## config.mk

```make
export PLATFORM = sky130hd
export DESIGN_NAME = buf_reduce_node
export DESIGN_NICKNAME = d
export VERILOG_FILES = /design/src/rtl/buf_reduce_node.sv
export SDC_FILE = /design/constraint.sdc
export NUM_CORES = 1
export LEC_CHECK = 0
export ABC_AREA = 1
export ABC_CLOCK_PERIOD_IN_PS = 26300
export CORE_MARGIN = 8
export CORE_UTILIZATION = 44
export CTS_BUF_LIST = sky130_fd_sc_hd__clkbuf_8
export DETAILED_ROUTE_END_ITERATION = 8
export PLACE_DENSITY = 0.67
export SYNTH_ARGS = -nofsm -noshare
export SYNTH_HDL_FRONTEND = slang
export SYNTH_SLANG_ARGS = --single-unit
```

## constraint.sdc

```tcl
create_clock -name Clk -period 26.3 [get_ports Clk]
set_input_delay 5.26 -clock Clk [delete_from_list [all_inputs] [get_ports Clk]]
set_output_delay 5.26 -clock Clk [all_outputs]
set_load 0.05 [all_outputs]
```

## src/rtl/buf_reduce_node.sv

```systemverilog
// rtl/buf_reduce_node.sv - gather/reduce node: snapshot child pairs, fold min/max/sum, hand result upward
module buf_reduce_node #(
    parameter int NUM_CH = 6,
    parameter int DATA_W = 32,
    parameter int IDX_W  = 3
) (
    input  logic                     Clk,
    input  logic                     Reset,
    input  logic [1:0]               mode,
    input  logic [NUM_CH-1:0]        ch_flag,
    input  logic [NUM_CH*DATA_W-1:0] ch_val1,
    input  logic [NUM_CH*DATA_W-1:0] ch_val2,
    input  logic [IDX_W-1:0]         rd_addr,
    output logic [DATA_W-1:0]        rd_val1,
    output logic [DATA_W-1:0]        rd_val2,
    output logic [DATA_W-1:0]        res_val1,
    output logic [DATA_W-1:0]        res_val2,
    output logic [IDX_W-1:0]         res_idx,
    output logic                     res_valid,
    input  logic                     res_ack,
    output logic                     busy
);

    typedef enum logic [1:0] {IDLE, REDUCE, DONE, DRAIN} state_t;

    localparam logic [1:0] MODE_MAX = 2'b01;
    localparam logic [1:0] MODE_SUM = 2'b10;

    state_t            state;
    state_t            state_nxt;
    logic [DATA_W-1:0] snap_v1 [NUM_CH];
    logic [DATA_W-1:0] snap_v2 [NUM_CH];
    logic [1:0]        mode_q;
    logic [DATA_W-1:0] acc_v1;
    logic [DATA_W-1:0] acc_v2;
    logic [IDX_W-1:0]  acc_idx;
    logic [IDX_W-1:0]  cnt;
    logic [DATA_W-1:0] cur_v1;
    logic [DATA_W-1:0] cur_v2;
    logic              win;
    logic              all_flags;

    assign all_flags = &ch_flag;
    assign busy      = (state != IDLE);

    // Select the snapshot channel currently being folded
    always_comb begin
        cur_v1 = '0;
        cur_v2 = '0;
        for (int i = 0; i < NUM_CH; i++) begin
            if (cnt == IDX_W'(i)) begin
                cur_v1 = snap_v1[i];
                cur_v2 = snap_v2[i];
            end
        end
    end

    // Strict-win compare; ties keep the lower (already held) index, mode 11 behaves as MIN
    always_comb begin
        win = 1'b0;
        case (mode_q)
            MODE_MAX: win = (cur_v1 > acc_v1);
            MODE_SUM: win = 1'b0;
            default:  win = (cur_v1 < acc_v1);
        endcase
    end

    // Raw read port into the snapshot; out-of-range addresses read as zero
    always_comb begin
        rd_val1 = '0;
        rd_val2 = '0;
        for (int i = 0; i < NUM_CH; i++) begin
            if (rd_addr == IDX_W'(i)) begin
                rd_val1 = snap_v1[i];
                rd_val2 = snap_v2[i];
            end
        end
    end

    // FSM state register
    always_ff @(posedge Clk) begin
        if (!Reset) begin
            state <= IDLE;
        end else begin
            state <= state_nxt;
        end
    end

    // FSM next-state: DRAIN waits for all flags low so stale data is never recaptured
    always_comb begin
        state_nxt = state;
        case (state)
            IDLE:    if (all_flags) state_nxt = REDUCE;
            REDUCE:  if (cnt == IDX_W'(NUM_CH - 1)) state_nxt = DONE;
            DONE:    if (res_valid && res_ack) state_nxt = DRAIN;
            DRAIN:   if (ch_flag == '0) state_nxt = IDLE;
            default: state_nxt = IDLE;
        endcase
    end

    // Snapshot capture, sequential fold and result handshake
    always_ff @(posedge Clk) begin
        if (!Reset) begin
            for (int i = 0; i < NUM_CH; i++) begin
                snap_v1[i] <= '0;
                snap_v2[i] <= '0;
            end
            mode_q    <= '0;
            acc_v1    <= '0;
            acc_v2    <= '0;
            acc_idx   <= '0;
            cnt       <= '0;
            res_val1  <= '0;
            res_val2  <= '0;
            res_idx   <= '0;
            res_valid <= 1'b0;
        end else begin
            case (state)
                IDLE: begin
                    if (all_flags) begin
                        for (int i = 0; i < NUM_CH; i++) begin
                            snap_v1[i] <= ch_val1[i*DATA_W +: DATA_W];
                            snap_v2[i] <= ch_val2[i*DATA_W +: DATA_W];
                        end
                        mode_q  <= mode;
                        acc_v1  <= ch_val1[0 +: DATA_W];
                        acc_v2  <= ch_val2[0 +: DATA_W];
                        acc_idx <= '0;
                        cnt     <= IDX_W'(1);
                    end
                end
                REDUCE: begin
                    if (mode_q == MODE_SUM) begin
                        acc_v1 <= acc_v1 + cur_v1;
                        acc_v2 <= acc_v2 + cur_v2;
                    end else if (win) begin
                        acc_v1  <= cur_v1;
                        acc_v2  <= cur_v2;
                        acc_idx <= cnt;
                    end
                    cnt <= cnt + IDX_W'(1);
                end
                DONE: begin
                    if (!res_valid) begin
                        res_val1  <= acc_v1;
                        res_val2  <= acc_v2;
                        res_idx   <= acc_idx;
                        res_valid <= 1'b1;
                    end else if (res_ack) begin
                        res_valid <= 1'b0;
                    end
                end
                default: begin
                end
            endcase
        end
    end

endmodule

```

# Word level (Yosys, flattened, before mapping)
# Memory sizes are Yosys's and may differ from the RTL's.
# Index checks and enable logic that the tools add are counted.
# op_classes
add_sub_neg,3
n_lt_le_gt_ge,2
eq_ne,22
muxes,63
bitwise_logic,13
n_reduce_logical,14
# ops
operator,count
$mux W32,42
$pmux W32 S2,2
$add A32 B32 Y32,2
$gt A32 B32 Y1,1
$lt A32 B32 Y1,1
$eq A3 B2 Y1 const B,4
$eq A3 B3 Y1 const B,4
$mux W3,4
$ne A2 B2 Y1 const B,6
$or A1 B1 Y1,12
$pmux W3 S2,2
$mux W2,4
$pmux W2 S4,1
$reduce_and A4 Y1,2
$mux W1,7
$reduce_and A7 Y1,1
$eq A2 B2 Y1 const B,3
$eq A3 B1 Y1 const B,2
$logic_not A3 Y1,2
$logic_not A6 Y1,1
$reduce_and A6 Y1,1
$eq A2 B1 Y1 const B,2
$reduce_and A2 Y1,2
$reduce_bool A2 Y1,2
other kinds (7),7
# totals
ff_bits,142
ram_bits,384
inputBits,398
output_inout_bits,133
wordCells,129
memories,2
# mem_list
name,words,width,read_ports,rd_ports_with_merged_regs,write_ports,line_no,rtl
snap_v1,6,32,6,0,6,31,logic [DATA_W-1:0] snap_v1 [NUM_CH];
snap_v2,6,32,6,0,6,32,logic [DATA_W-1:0] snap_v2 [NUM_CH];

# Longest topological paths before layout
# depth
depth_word,12
ltp_mapped,34
ltp_nobuf,31

# Worst setup path before layout
# Ideal clock, no wire load.
# synth_timing
path_type,input port to flip-flop
start,in ch_flag[1]
end,mem snap_v1[0][0] (enable)
setup_ps,766
arrival_ps,14052
t_required_ps,25534
slack_ps,11481
cell_stages,6
path_buffers,0
cell_sequence,inv_1 nor3_1 nand3_1 nor2_1 inv_1 nand2_1
# synth_rtl
element,line_no,rtl
"start, declared",10,"input logic [NUM_CH-1:0] ch_flag,"
"end, declared",31,

# Worst setup path in the final report
# layout_timing
start,in rd_addr[1]
end,out rd_val1[10]
# layout_via
elab_chain_len,7
elab_cells_between_ends,12
classes_between,eq/ne (5); mux (6); reduce/logical (1)
# layout_rtl
element,line_no,rtl
"start, declared",13,"input logic [IDX_W-1:0] rd_addr,"
$logic_not A3 Y1,73,if (rd_addr == IDX_W'(i)) begin
$mux W32 (5 in series),73,
$mux W32 (*),73,
"end, declared",14,"output logic [DATA_W-1:0] rd_val1,"
# Every way passes the cells marked *; elsewhere a longest branch is shown, timed or not.

==> flow_summary.ini <==
[sta]
final-setup-viol-count = 0
drv_slew = 0
worstMarginPinSlew_ns = 1.20
hold_viol = 0
grt_setup_unrepaired = false
fmax_ghz = 0.0706
tns_ns = 0
relSlewSlack_pct = 19.9
finalCritPeriodShare_pct = 53.9
skew_ns = 0.0385
holdWs_ns = 0.471
min_period_ns = 14.17

[clock_tree]
cts.reportedPaths.clkPinSlew_ns = 0.06
cts_tree = done
htreeDepth = 3
cts.sinks = 526
cts_buffer_depth = 3
cts_setup_buffers = 0
insertion_delay_ns = 0.71
holdBufCountCts = 0
root_buffer = clkbuf_8
numCtsBuffers = 92
cts_resized = 0

[yosys]
synth_ff_type = edfxtp_1
synth_area_um2 = 31600
synth-edff-count = 384
ys_types = 50
synthMuxAreaShare_pct = 0
synth_top_family_by_area = simple AND/OR/NAND/NOR gates
synth_top_area_cell = edfxtp_1
synth_most_common_cell = inv_1
yosysSeqAreaShare_pct = 45.4
synthCells = 4205
synthSimpleGateAreaFrac_pct = 21.0
synth_commonest_cells = inv_1 (797), nor2_1 (765), nand2_1 (627)
synth_top_area_share_pct = 36.4
yosys_warnings = 0
yosys.area_share.adder_pct = 4.32
syn_nets = 4711
synth-compound-area-share_pct = 16.6
synth.ff_latch_count = 526
synth_area_per_cell_um2 = 7.53
synthXorXnorAreaFrac_pct = 0.304
async_flop_share_pct = 0
synth_area_leaders = edfxtp_1 (36%), inv_1 (9.5%), nor2_1 (9.1%), dfxtp_1 (9.0%), nand2_1 (7.4%)

[routing]
first_iter_violations = 3787
drcViolationCount = 0
vias = 30900
viasPerCell = 5.44
wire_per_inst_um = 22.8
drt_pass1_iterations = 6
routed_wl_um = 130000
drtAntennaViolNets = 0

[layout]
utilization_pct = 55.3
design_area_um2 = 39500
drive_gt1_share_pct = 4.36
layout.nets = 5160
syn2layout_area_growth_pct = 24.8

[placed_design]
io_buffers = 530
place_hpwl_um = 95000
gp_congestion = 1.02
place_area_um2 = 37600

[grt]
grt_pass1_vias = 29000
antenna_found_initial = 30
track_usage_pct = 30.6
grt_max_degree = 217
overflow = 0
grt_pass1_wl_um = 188000

[critical_path]
crit_path_max_fanout = 34
cp.required_ns = 21.04
r2r_slack_ns = 19.45
critPathLaunchType = input pin
critical_path_class = in -> out
cp-end-kind = output port
r2r_end = acc_v2[27]$_SDFFE_PN0P_
rr_startpoint = cnt[1]$_SDFFE_PN0P_
cp.arrival_ns = 8.91
ff2ff_path_depth = 27

[worst_hold_path]
hold_path_startpoint = acc_idx[2]$_SDFFE_PN0P_
holdPathEnd = acc_idx[2]$_SDFFE_PN0P_
hold_depth = 2
hold_class = reg -> reg

[power_and_ir_drop]
p_int_mw = 1.69
p_sw_share_pct = 39.4
ir_drop_v = 0.0000495
switchingPower_mw = 1.10
p_seq_share_pct = 37.0
p_per_area_nw_per_um2 = 70.6
p_clk_share_pct = 27.6
comb_power_share_pct = 35.4
leakagePower_nw = 17.9
fin_total_pwr_mw = 2.79

[run]
maxCapViolations = 0

[outcome]
run_status = completed

[floorplan]
rows = 98
design.die.area_um2 = 80800
core_area_um2 = 71400
die_h_um = 284
die_width_um = 284
floorplan.initialDensity_pct = 44.3
num_io_pins = 531
==> worst max-delay path, stage by stage <==
cell	delay (ns)
clkdlybuf4s50_1	0.57
inv_1	0.12
nor2_1	0.10
inv_1	0.10
nor2_4	0.81
buf_4	0.57
a221oi_1	0.20
o211ai_1	0.12
clkdlybuf4s50_1	1.00
==> cell families (layout without fill, tap and decap cells) <==
family | Yosys count | count (layout)
AND/OR/NAND/NOR | 1655 | 1655
flip-flops | 526 | 526
adder cells (fa/ha/maj) | 108 | 108
XOR/XNOR | 11 | 11
buffers and inverters | 1018 | 1533
AO/OA/AOI/OAI | 887 | 887
other | 0 | 19
==> registers in the layout (all words and copies together), names as in the netlist <==
register and count:
snap_v1 192, snap_v2 192, acc_v1 32, acc_v2 32
res_val1 32, res_val2 32, acc_idx 3, cnt 3
res_idx 3, mode_q 2, state 2, res_valid 1
==> final cells by class <==
class                           instances  area, um^2
Fill cell                            6907       31900
Inverter                              808        3030
Tap cell                              950        1190
Timing Repair Buffer                  565        5580
Antenna cell                           19        47.5
Clock buffer                          101        1390
Clock inverter                         59         409
Sequential cell                       526       14400
Multi-Input combinational cell       2661       13500
==> worst max-delay path by stage <==
stage                     from                           to  slack (ns)
detailed placement  rd_addr[1]                  rd_val2[18]       12.23
floorplan           ch_flag[1]  snap_v1[0][0]$_SDFFCE_PN0P_       11.48
finish              rd_addr[1]                  rd_val1[10]       12.13
global placement    rd_addr[1]                  rd_val2[18]       12.27
global route        rd_addr[1]                   rd_val2[6]       12.07
CTS                 rd_addr[1]                  rd_val2[18]       12.25
==> stage by stage <==
step                std cells  setup WS, ns
floorplan                4205         11.48
global placement         5510         12.27
detailed placement       5510         12.23
CTS                      5670         12.25
global route             5687         12.07
finish                   5689         12.13
==> cell usage in the layout (no fill, tap or decap), types with 17 or more instances in the layout <==
cell and instances:
buf_4 35, dfxtp_1 142, nor3_1 42, o21ai_1 52, inv_1 822, edfxtp_1 384, o221ai_1 38, clkbuf_8 101
o21ai_0 335, ha_1 106, o22ai_1 45, nand2_1 621, nand4_1 17, diode_2 19, o211ai_1 76, a221oi_1 60
a21oi_1 195, nand3_1 170, clkdlybuf4s50_1 529, nor2_1 760, a21boi_0 30
==> metal layers <==
layer	global-route usage (%)	share of wire [%]	routed length (um)
met3	9.98	12	16100
met5	0	0.12	156
met1	43.2	43	55400
met2	43.3	41	53600
met4	10.9	3.3	4220
==> power groups by stage <==
stage               logic, mW  clock network (mW)  registers (mW)
global route             1.06               0.811            1.04
finish                  0.986               0.770            1.03
detailed placement      0.966                   0            1.05
CTS                     0.970               0.778            1.03
global placement        0.961                   0            1.04
floorplan               0.484                   0            1.17
Power figures use the tool's default switching activity.
